`src/rtl/alu4_sequencer_pkg.sv`:
```
// Shared definitions for the ALU command sequencer: default width, ALU op
// encodings, FSM state type and the carry/result masking helpers.
package alu4_sequencer_pkg;

  localparam int WIDTH_DEF = 4;

  // Arithmetic encodings (alu_m = 0)
  localparam logic [1:0] OP_ADD   = 2'b00;
  localparam logic [1:0] OP_SUB   = 2'b01;
  // Logic encodings (alu_m = 1)
  localparam logic [1:0] OP_AND   = 2'b00;
  localparam logic [1:0] OP_OR    = 2'b01;
  localparam logic [1:0] OP_PASSA = 2'b10;
  localparam logic [1:0] OP_PASSB = 2'b11;

  typedef enum logic [1:0] {
    ST_IDLE = 2'b00,
    ST_EXEC = 2'b01,
    ST_DONE = 2'b10
  } state_t;

  // Carry/borrow is only meaningful for add and subtract.
  function automatic logic carry_meaningful(input logic m, input logic [1:0] op);
    return (m == 1'b0) && ((op == OP_ADD) || (op == OP_SUB));
  endfunction

  // Arithmetic mode with ops 10/11 has no defined result; it is captured as zero.
  function automatic logic arith_reserved(input logic m, input logic [1:0] op);
    return (m == 1'b0) && ((op == OP_PASSA) || (op == OP_PASSB));
  endfunction

endpackage

```
`src/rtl/alu4_sequencer.sv`:
```
// Command sequencer in front of an external combinational ALU: registers one
// command, waits one EXEC cycle for the ALU, then holds the result until consumed.
module alu4_sequencer
  import alu4_sequencer_pkg::*;
#(
  parameter int WIDTH = WIDTH_DEF
) (
  input  logic             clk,
  input  logic             rst_n,
  input  logic             cmd_valid,
  output logic             cmd_ready,
  input  logic [WIDTH-1:0] cmd_a,
  input  logic [WIDTH-1:0] cmd_b,
  input  logic             cmd_m,
  input  logic [1:0]       cmd_op,
  input  logic             cmd_cin,
  input  logic             cmd_use_acc,
  output logic [WIDTH-1:0] alu_a,
  output logic [WIDTH-1:0] alu_b,
  output logic             alu_m,
  output logic [1:0]       alu_op,
  output logic             alu_cin,
  input  logic [WIDTH-1:0] alu_sum,
  input  logic             alu_cout,
  output logic             res_valid,
  input  logic             res_ready,
  output logic [WIDTH-1:0] res_sum,
  output logic             res_cout,
  output logic             res_zero,
  output logic [7:0]       op_count,
  output logic [1:0]       dbg_state
);

  // Handshakes: a transfer happens on a rising edge where valid && ready.
  // cmd_ready is high only in IDLE; res_valid is high only in DONE and the
  // result fields hold steady until res_ready is seen.

  state_t           state;
  logic [WIDTH-1:0] acc;
  logic [WIDTH-1:0] cap_sum;
  logic             cap_cout;

  always_comb begin
    cap_sum  = alu_sum;
    cap_cout = 1'b0;
    if (arith_reserved(alu_m, alu_op)) begin
      cap_sum = '0;
    end
    if (carry_meaningful(alu_m, alu_op)) begin
      cap_cout = alu_cout;
    end
  end

  always_ff @(posedge clk or negedge rst_n) begin
    if (!rst_n) begin
      state    <= ST_IDLE;
      alu_a    <= '0;
      alu_b    <= '0;
      alu_m    <= 1'b0;
      alu_op   <= 2'b00;
      alu_cin  <= 1'b0;
      res_sum  <= '0;
      res_cout <= 1'b0;
      acc      <= '0;
      op_count <= 8'd0;
    end else begin
      case (state)
        ST_IDLE: begin
          if (cmd_valid) begin
            alu_a   <= cmd_use_acc ? acc : cmd_a;
            alu_b   <= cmd_b;
            alu_m   <= cmd_m;
            alu_op  <= cmd_op;
            alu_cin <= cmd_cin;
            state   <= ST_EXEC;
          end
        end
        ST_EXEC: begin
          res_sum  <= cap_sum;
          res_cout <= cap_cout;
          acc      <= cap_sum;
          state    <= ST_DONE;
        end
        ST_DONE: begin
          if (res_ready) begin
            op_count <= op_count + 8'd1;
            state    <= ST_IDLE;
          end
        end
        default: state <= ST_IDLE;
      endcase
    end
  end

  assign cmd_ready = (state == ST_IDLE);
  assign res_valid = (state == ST_DONE);
  assign res_zero  = (res_sum == '0);
  assign dbg_state = state;

endmodule

```
`config.mk`:
```
export PLATFORM = sky130hd
export DESIGN_NAME = alu4_sequencer
export DESIGN_NICKNAME = d
export VERILOG_FILES = /design/src/rtl/alu4_sequencer_pkg.sv /design/src/rtl/alu4_sequencer.sv
export SDC_FILE = /design/constraint.sdc
export NUM_CORES = 1
export LEC_CHECK = 0
export CAP_MARGIN = 10
export CORE_ASPECT_RATIO = 0.7
export CORE_MARGIN = 2
export CORE_UTILIZATION = 43
export DETAILED_ROUTE_END_ITERATION = 12
export HOLD_SLACK_MARGIN = 0.08
export PLACE_DENSITY_LB_ADDON = 0.3
export SLEW_MARGIN = 20
export SYNTH_ARGS = -nofsm -noshare
export SYNTH_HDL_FRONTEND = slang
export SYNTH_SLANG_ARGS = --single-unit
```
`constraint.sdc`:
```
create_clock -name clk -period 2.6 [get_ports clk]
set_input_delay 0.65 -clock clk [delete_from_list [all_inputs] [get_ports clk]]
set_output_delay 0.65 -clock clk [all_outputs]
set_load 0.02 [all_outputs]
```
==> results of run 1 <==
[routing by layer]
metal,global-route usage (%),routed length [um]
met1,23.41,1166
met2,29.59,1223
met3,5.755,149
met4,3.750,0
met5,0,0
[worst max-delay path, stage by stage (launching register included)]
cell and delay [ps]:
dfrtp_1 420, nor4_1 330, clkdlybuf4s50_1 660
[stage by stage]
stage / area, um2 / worst slack, ps / util (%) / std cells
after floorplan: 1136 / 740.6 / - / 88
after global placement: 1684 / 600.3 / 67.98 / 172
after detailed placement: 1684 / 552.0 / 67.98 / 172
after CTS: 1733 / 275.0 / 69.95 / 176
after global routing: 1733 / 169.2 / 69.95 / 176
final: 1733 / 268.1 / 69.95 / 176
[power by group through the flow]
stage          clock network (W)  registers, W  logic [W]
2_1_floorplan                  0      0.000946   0.000333
3_3_place_gp                   0      0.000758    0.00100
3_5_place_dp                   0      0.000766    0.00103
4_1_cts                 0.000248      0.000759    0.00103
5_1_grt                 0.000262      0.000789    0.00109
6_report                0.000237      0.000760    0.00102
[cell type report]
type                       count  area share (%)
sequential                    27           38.99
timing repair buffer          53           30.32
multi-input combinational     55           24.77
tap                           34           2.455
clock buffer                   3           2.383
inverter                       3          0.6498
clock inverter                 1          0.4332
[synthesized netlist by cell type (all sizes together)]
| library cell | instances |
|---|---|
| inv | 3 |
| buf | 2 |
| o21ai | 2 |
| clkbuf | 1 |
| and4b | 1 |
| and4 | 1 |
| nand3 | 2 |
| xor2 | 2 |
| ha | 1 |
| nand4 | 1 |
| nor2 | 6 |
| mux2 | 8 |
| dfrtp | 27 |
| xnor2 | 5 |
| mux2i | 4 |
| nand2b | 2 |
| nand2 | 5 |
| nand4b | 1 |
| and3 | 1 |
| a21oi | 5 |
| nor3b | 1 |
| nor3 | 1 |
| o41ai | 1 |
| a22o | 4 |
| nor4 | 1 |
[how the worst min path moves through the flow]
stage / cells past startpoint / slack, ps / to
after floorplan: 0 / 350 / acc[0]
after global placement: 1 / 460 / op_count[7]
after detailed placement: 1 / 470 / op_count[7]
after CTS: 1 / 480 / op_count[7]
after global routing: 1 / 490 / op_count[7]
final: 1 / 470 / op_count[7]
[flip-flops by register name, indices dropped and copies added, names as in the netlist]
register   count
op_count       8
acc            4
alu_a          4
alu_b          4
alu_op         2
dbg_state      2
alu_cin        1
alu_m          1
res_cout       1
[kinds of logic after synthesis]
family	count (synthesis)	synth area share [%]
fa+ha+maj	1	1.101
flops	27	59.47
xor+xnor	7	5.397
compound gates	12	7.930
buf+inv	6	2.752
mux	12	11.45
simple gates	23	11.90
==> metrics.cfg, run 1 <==
[yosys]
ys_seq_area_share_pct = 59.47
synth_area_mm2 = 0.001136
synth_top_cell_by_area = dfrtp_1
syn_avg_cell_area_um2 = 12.91
yosys_register_bits = 27
synth.distinct_cells = 27
synth_area_leaders = dfrtp_1, mux2_2, xnor2_1, mux2i_1, a22o_1
netlist.area_leader.share_pct = 59.47
syn_inst = 88
yosysWarnings = 0
synth_nets = 111

[timing]
setup_viol = 0
worst_slew_pin_slew_ps = 404.5
max_clock_freq_mhz = 428.8
period_share_pct = 89.69
fin_crit_ps = 2332
rsz0062_at_grt = no
final_max_slew_viol_count = 0
fin_skew_ps = 3.884
fin_hold_ws_ps = 472.9
relSlewSlack_pct = 73.01
final-hold-violation-count = 0
fin_setup_tns_ps = 0

[critical_path]
cp-startpoint = acc[2]
end_kind = output pin
start_kind = register
reg2reg_to = alu_op[0]
worstPathMaxFanout = 4
r2r_slack_ps = 1190
r2r_cells = 2
critPathArrivalTime_ps = 1680
path_class = register to output pin
setup.worst_path.end = res_zero
reg2reg_from = dbg_state[0]
worstPathRequired_ps = 1950

[clocking]
cts.sinks = 27
numCtsBuffers = 3
cts_setup_buffers = 0
insertion_delay_ps = 270
cts_tree = built
clockRootBuffer = clkbuf_8
clk_pin_slew_ps = 90
postCtsHoldBufs = 0
ctsResizeCount = 0
clockBufferDepth = 2
htreeDepth = 1

[grt]
grt_pass1_vias = 838
grt_max_degree = 28
grt_overflow_total = 0
antenna_found_initial = 0
grt_pass1_wl_um = 3995
grt_use_total_pct = 17.73

[place]
routabilityCongestion = 0.7004
numPortBuffers = 51
dp_hpwl_um = 1970

[power_and_ir_drop]
leakagePower_nw = 0.7395
seqPwrFrac_pct = 37.7
p_int_w = 0.001232
clock_power_share_pct = 11.8
p_per_area_mw_per_mm2 = 1162
ir_drop_mv = 0.6803
total_power_w = 0.002014
pwr-share-comb_pct = 50.5
switching_power_w = 0.0007824
switching_share_pct = 38.84

[routing]
wl_per_cell_um = 14.43
drc = 0
viasPerCell = 4.932
first_iter_violations = 23
vias = 868
dr.pass1.iters = 4
wirelength_um = 2539
ant_nets = 0

[floorplanning]
ios = 52
rows = 15
initial_core_util_pct = 45.86
core_area_mm2 = 0.002477
die_h_um = 47.01
die_w_um = 65.44
die-area_mm2 = 0.003076

[run_status]
status = finished, final reports clean

[finish]
num_antenna_cells = 0
multi_input_area_um2 = 429.2
final_cell_mix = clkdlybuf4s50_1, dfrtp_1, mux2_2, nor2_1
drive_above_1_share_pct = 13.38
register_area_um2 = 675.6
fillCellCount = 199
final_common_cell = clkdlybuf4s50_1
finalNetCount = 166
area_growth_pct = 52.53

[job]
cap_violations = 0

[hold_path]
hp-class = register to register
hold_start = op_count[7]

No activity file was read; power rests on OpenSTA's default activity.
==> run 2: changes to the inputs <==
--- a/config.mk
+++ b/config.mk
@@ -5,6 +5,7 @@
 export SDC_FILE = /design/constraint.sdc
 export NUM_CORES = 1
 export LEC_CHECK = 0
+export ABC_CLOCK_PERIOD_IN_PS = 2600
 export CAP_MARGIN = 10
 export CORE_ASPECT_RATIO = 0.7
 export CORE_MARGIN = 2
==> results of run 2 <==
No change in the layout: final DEF, timing and power equal those of run 1.
==> run 3: changes to the inputs <==
--- a/config.mk
+++ b/config.mk
@@ -5,11 +5,11 @@
 export SDC_FILE = /design/constraint.sdc
 export NUM_CORES = 1
 export LEC_CHECK = 0
-export ABC_CLOCK_PERIOD_IN_PS = 2600
+export ABC_AREA = 1
 export CAP_MARGIN = 10
 export CORE_ASPECT_RATIO = 0.7
 export CORE_MARGIN = 2
-export CORE_UTILIZATION = 43
+export CORE_UTILIZATION = 41
 export DETAILED_ROUTE_END_ITERATION = 12
 export HOLD_SLACK_MARGIN = 0.08
 export PLACE_DENSITY_LB_ADDON = 0.3
==> constraint.sdc (replaced) <==
create_clock -name clk -period 2.4 [get_ports clk]
set_input_delay 0.6 -clock clk [delete_from_list [all_inputs] [get_ports clk]]
set_output_delay 0.6 -clock clk [all_outputs]
set_load 0.02 [all_outputs]
==> run 3 against run 2 <==
  * Power rose by 4.2%
  * Clock skew rose by 1.9 ps
  * Via count increased by 21%
  * Routed wire length up 11%
  * First-iteration DRC count grew 100%
  * Sequential power is 0.7% higher
  * Register-to-register slack lost 90 ps
  * Die area grew 6.3%
  * Sequential share of layout area shrank 0.69 points
  * Highest routed layer is now met4
==> metrics.cfg, run 3 <==
[routing]
first_iter_violations = 47  ; +100%
drc = 0  ; unchanged
vias = 1049  ; +21%
viasPerCell = 4.601  ; -6.7%
dr.pass1.iters = 4  ; unchanged
wl_per_cell_um = 12.33  ; -15%
wirelength_um = 2812  ; +11%
ant_nets = 0  ; unchanged

[clocking]
clockRootBuffer = clkbuf_8
numCtsBuffers = 3  ; unchanged
clockBufferDepth = 2  ; unchanged
cts_setup_buffers = 0  ; unchanged
clk_pin_slew_ps = 100  ; about the same
ctsResizeCount = 0  ; unchanged
cts.sinks = 27  ; unchanged
htreeDepth = 1  ; unchanged
postCtsHoldBufs = 0  ; unchanged
insertion_delay_ps = 280  ; about the same
cts_tree = built

[yosys]
synth_top_cell_by_area = dfrtp_1
ys_seq_area_share_pct = 58.38  ; -1.1 points
synth-async-reset-ratio_pct = 100.0  ; unchanged
synth_nets = 160  ; +44%
syn_inst = 137  ; +56%
synth_edf_count = 0  ; unchanged
synth_area_leaders = dfrtp_1, nand2_1, inv_1, o21ai_0, nand3_1
netlist.area_leader.share_pct = 58.38  ; -1.1 points
ys.flop_type = dfrtp_1
yosys_register_bits = 27  ; unchanged
synth_commonest_cells = nand2_1, dfrtp_1, inv_1
syn_avg_cell_area_um2 = 8.448  ; -35%
synth_area_mm2 = 0.001157  ; +1.9%
yosysWarnings = 0  ; unchanged
yosysMostFrequentCell = nand2_1
synth.distinct_cells = 15  ; -44%

[timing]
worst_slew_pin_slew_ps = 431.4  ; +26.92 ps
final_max_slew_viol_count = 0  ; unchanged
setup_viol = 0  ; unchanged
final-hold-violation-count = 0  ; unchanged
fin_hold_ws_ps = 481.8  ; +8.890 ps
fin_skew_ps = 5.737  ; +1.853 ps
relSlewSlack_pct = 70.94  ; -2.1 points
rsz0062_at_grt = no
period_share_pct = 92.11
fin_setup_tns_ps = 0  ; unchanged
fin_crit_ps = 2211
max_clock_freq_mhz = 452.4

[place]
routabilityCongestion = 0.7760  ; +11%
dp_hpwl_um = 2162  ; +9.8%
place_inst = 224  ; +30%
numPortBuffers = 51  ; unchanged

[power_and_ir_drop]
leakagePower_nw = 0.8473  ; +15%
ir_drop_mv = 0.6162  ; -9.4%
total_power_w = 0.002099  ; +4.2%
p_per_area_mw_per_mm2 = 1190  ; +2.3%

[critical_path]
end_kind = output pin
worstPathRequired_ps = 1800  ; -150 ps
worstPathMaxFanout = 3  ; -1
critPathArrivalTime_ps = 1610  ; -70 ps
start_kind = register
path_class = register to output pin

[grt]
grt_overflow_total = 0  ; unchanged
gr-usage-met3_pct = 6.512  ; +0.76 points
top_usage_layer = met2
grt_max_degree = 28  ; unchanged
antenna_found_initial = 0  ; unchanged
globalRouteMet1Util_pct = 23.08  ; -0.33 points
grtUsageMet2_pct = 31.37  ; +1.8 points
grt_pass1_wl_um = 4664  ; +17%
grt_pass1_vias = 1050  ; +25%
grt_use_total_pct = 18.90  ; +1.2 points

[run_status]
status = finished, final reports clean

[finish]
drive_above_1_share_pct = 3.125  ; -10 points
area_growth_pct = 52.43  ; about the same
largest-register = op_count
largest_reg_flops = 8  ; unchanged
layout.cells.non_filler = 228  ; +30%
final_common_cell = clkdlybuf4s50_1
finalNetCount = 216  ; +30%
multi_input_area_um2 = 386.6  ; -9.9%
num_antenna_cells = 0  ; unchanged
final_cell_mix = clkdlybuf4s50_1, nand2_1, dfrtp_1, inv_1, o21ai_0
fillCellCount = 224  ; +13%
register_area_um2 = 675.6  ; unchanged

[floorplanning]
initial_core_util_pct = 42.20  ; -3.7 points
die-area_mm2 = 0.003270  ; +6.3%
core_area_mm2 = 0.002743  ; +11%
die_h_um = 48.45  ; +3.1%
rows = 16  ; +1
die_w_um = 67.50  ; +3.2%
ios = 52  ; unchanged

[job]
cap_violations = 0  ; unchanged

[hold_path]
hp-class = register to register

## run 3: cell count changes in the layout (fill, tap and decap cells not counted), sizes merged, moves of 2 or more
cell | before | now
a21oi | 5 | 0
mux2 | 8 | 0
o21ai | 2 | 15
o22ai | 0 | 4
nand2 | 5 | 50
nand3 | 2 | 6
a22o | 4 | 0
nand2b | 2 | 0
inv | 3 | 22
mux2i | 4 | 0
xnor2 | 5 | 1
## run 3: logic make-up (layout without fill, tap and decap cells)
family,count (synthesis),in the layout,share of synthesized area (%)
buffers and inverters,24,79,8.216
adder cells (fa/ha/maj),1,1,1.081
XOR/XNOR,2,2,1.514
flip-flops,27,27,58.38
AO/OA/AOI/OAI,19,19,8.648
AND/OR/NAND/NOR,64,64,22.16
## run 3: report_power, final
| group | total [W] | internal [W] | switching, W |
|---|---|---|---|
| combinational | 0.00107 | 0.000498 | 0.000572 |
| clock | 0.000264 | 0.000118 | 0.000146 |
| sequential | 0.000765 | 0.000634 | 0.000131 |
| total | 0.00210 | 0.00125 | 0.000849 |
## run 3: layer usage
metal	vias to the layer above	wire, um
li1	535	-
met1	476	1214
met2	34	1375
met3	4	179
met4	0	42
met5	-	0
## run 3: cell type report
type,instances,area share [%]
Inverter,22,4.681
Tap cell,36,2.553
Timing Repair Buffer,53,29.79
Clock inverter,1,0.4255
Clock buffer,3,2.340
Multi-Input combinational cell,86,21.91
Sequential cell,27,38.30
## run 3: path summary, 6_finish.rpt
path | slack (ps) | to | from | cells after the start
hold / removal | 480 | alu_b[3] | alu_b[3] | 2
min in group asynchronous | 680 | alu_b[0] | rst_n | 2
setup / recovery | 190 | res_zero | acc[2] | 2
hold reg to reg | 480 | alu_b[3] | alu_b[3] | 2
setup reg to reg | 1100 | op_count[5] | dbg_state[0] | 6
max in group asynchronous | 1460 | op_count[0] | rst_n | 2
## run 3: through the flow
step / util (%) / setup WS [ps] / area (um2)
floorplan: - / 601.4 / 1157
global placement: 62.55 / 521.4 / 1715
detailed placement: 62.55 / 451.0 / 1715
CTS: 64.32 / 175.7 / 1764
global route: 64.32 / 92.93 / 1764
finish: 64.32 / 189.4 / 1764
## run 3: critical path, stage by stage, from the launching register on
cell	delay, ps
dfrtp_1	410
nor4_1	280
clkdlybuf4s50_1	650
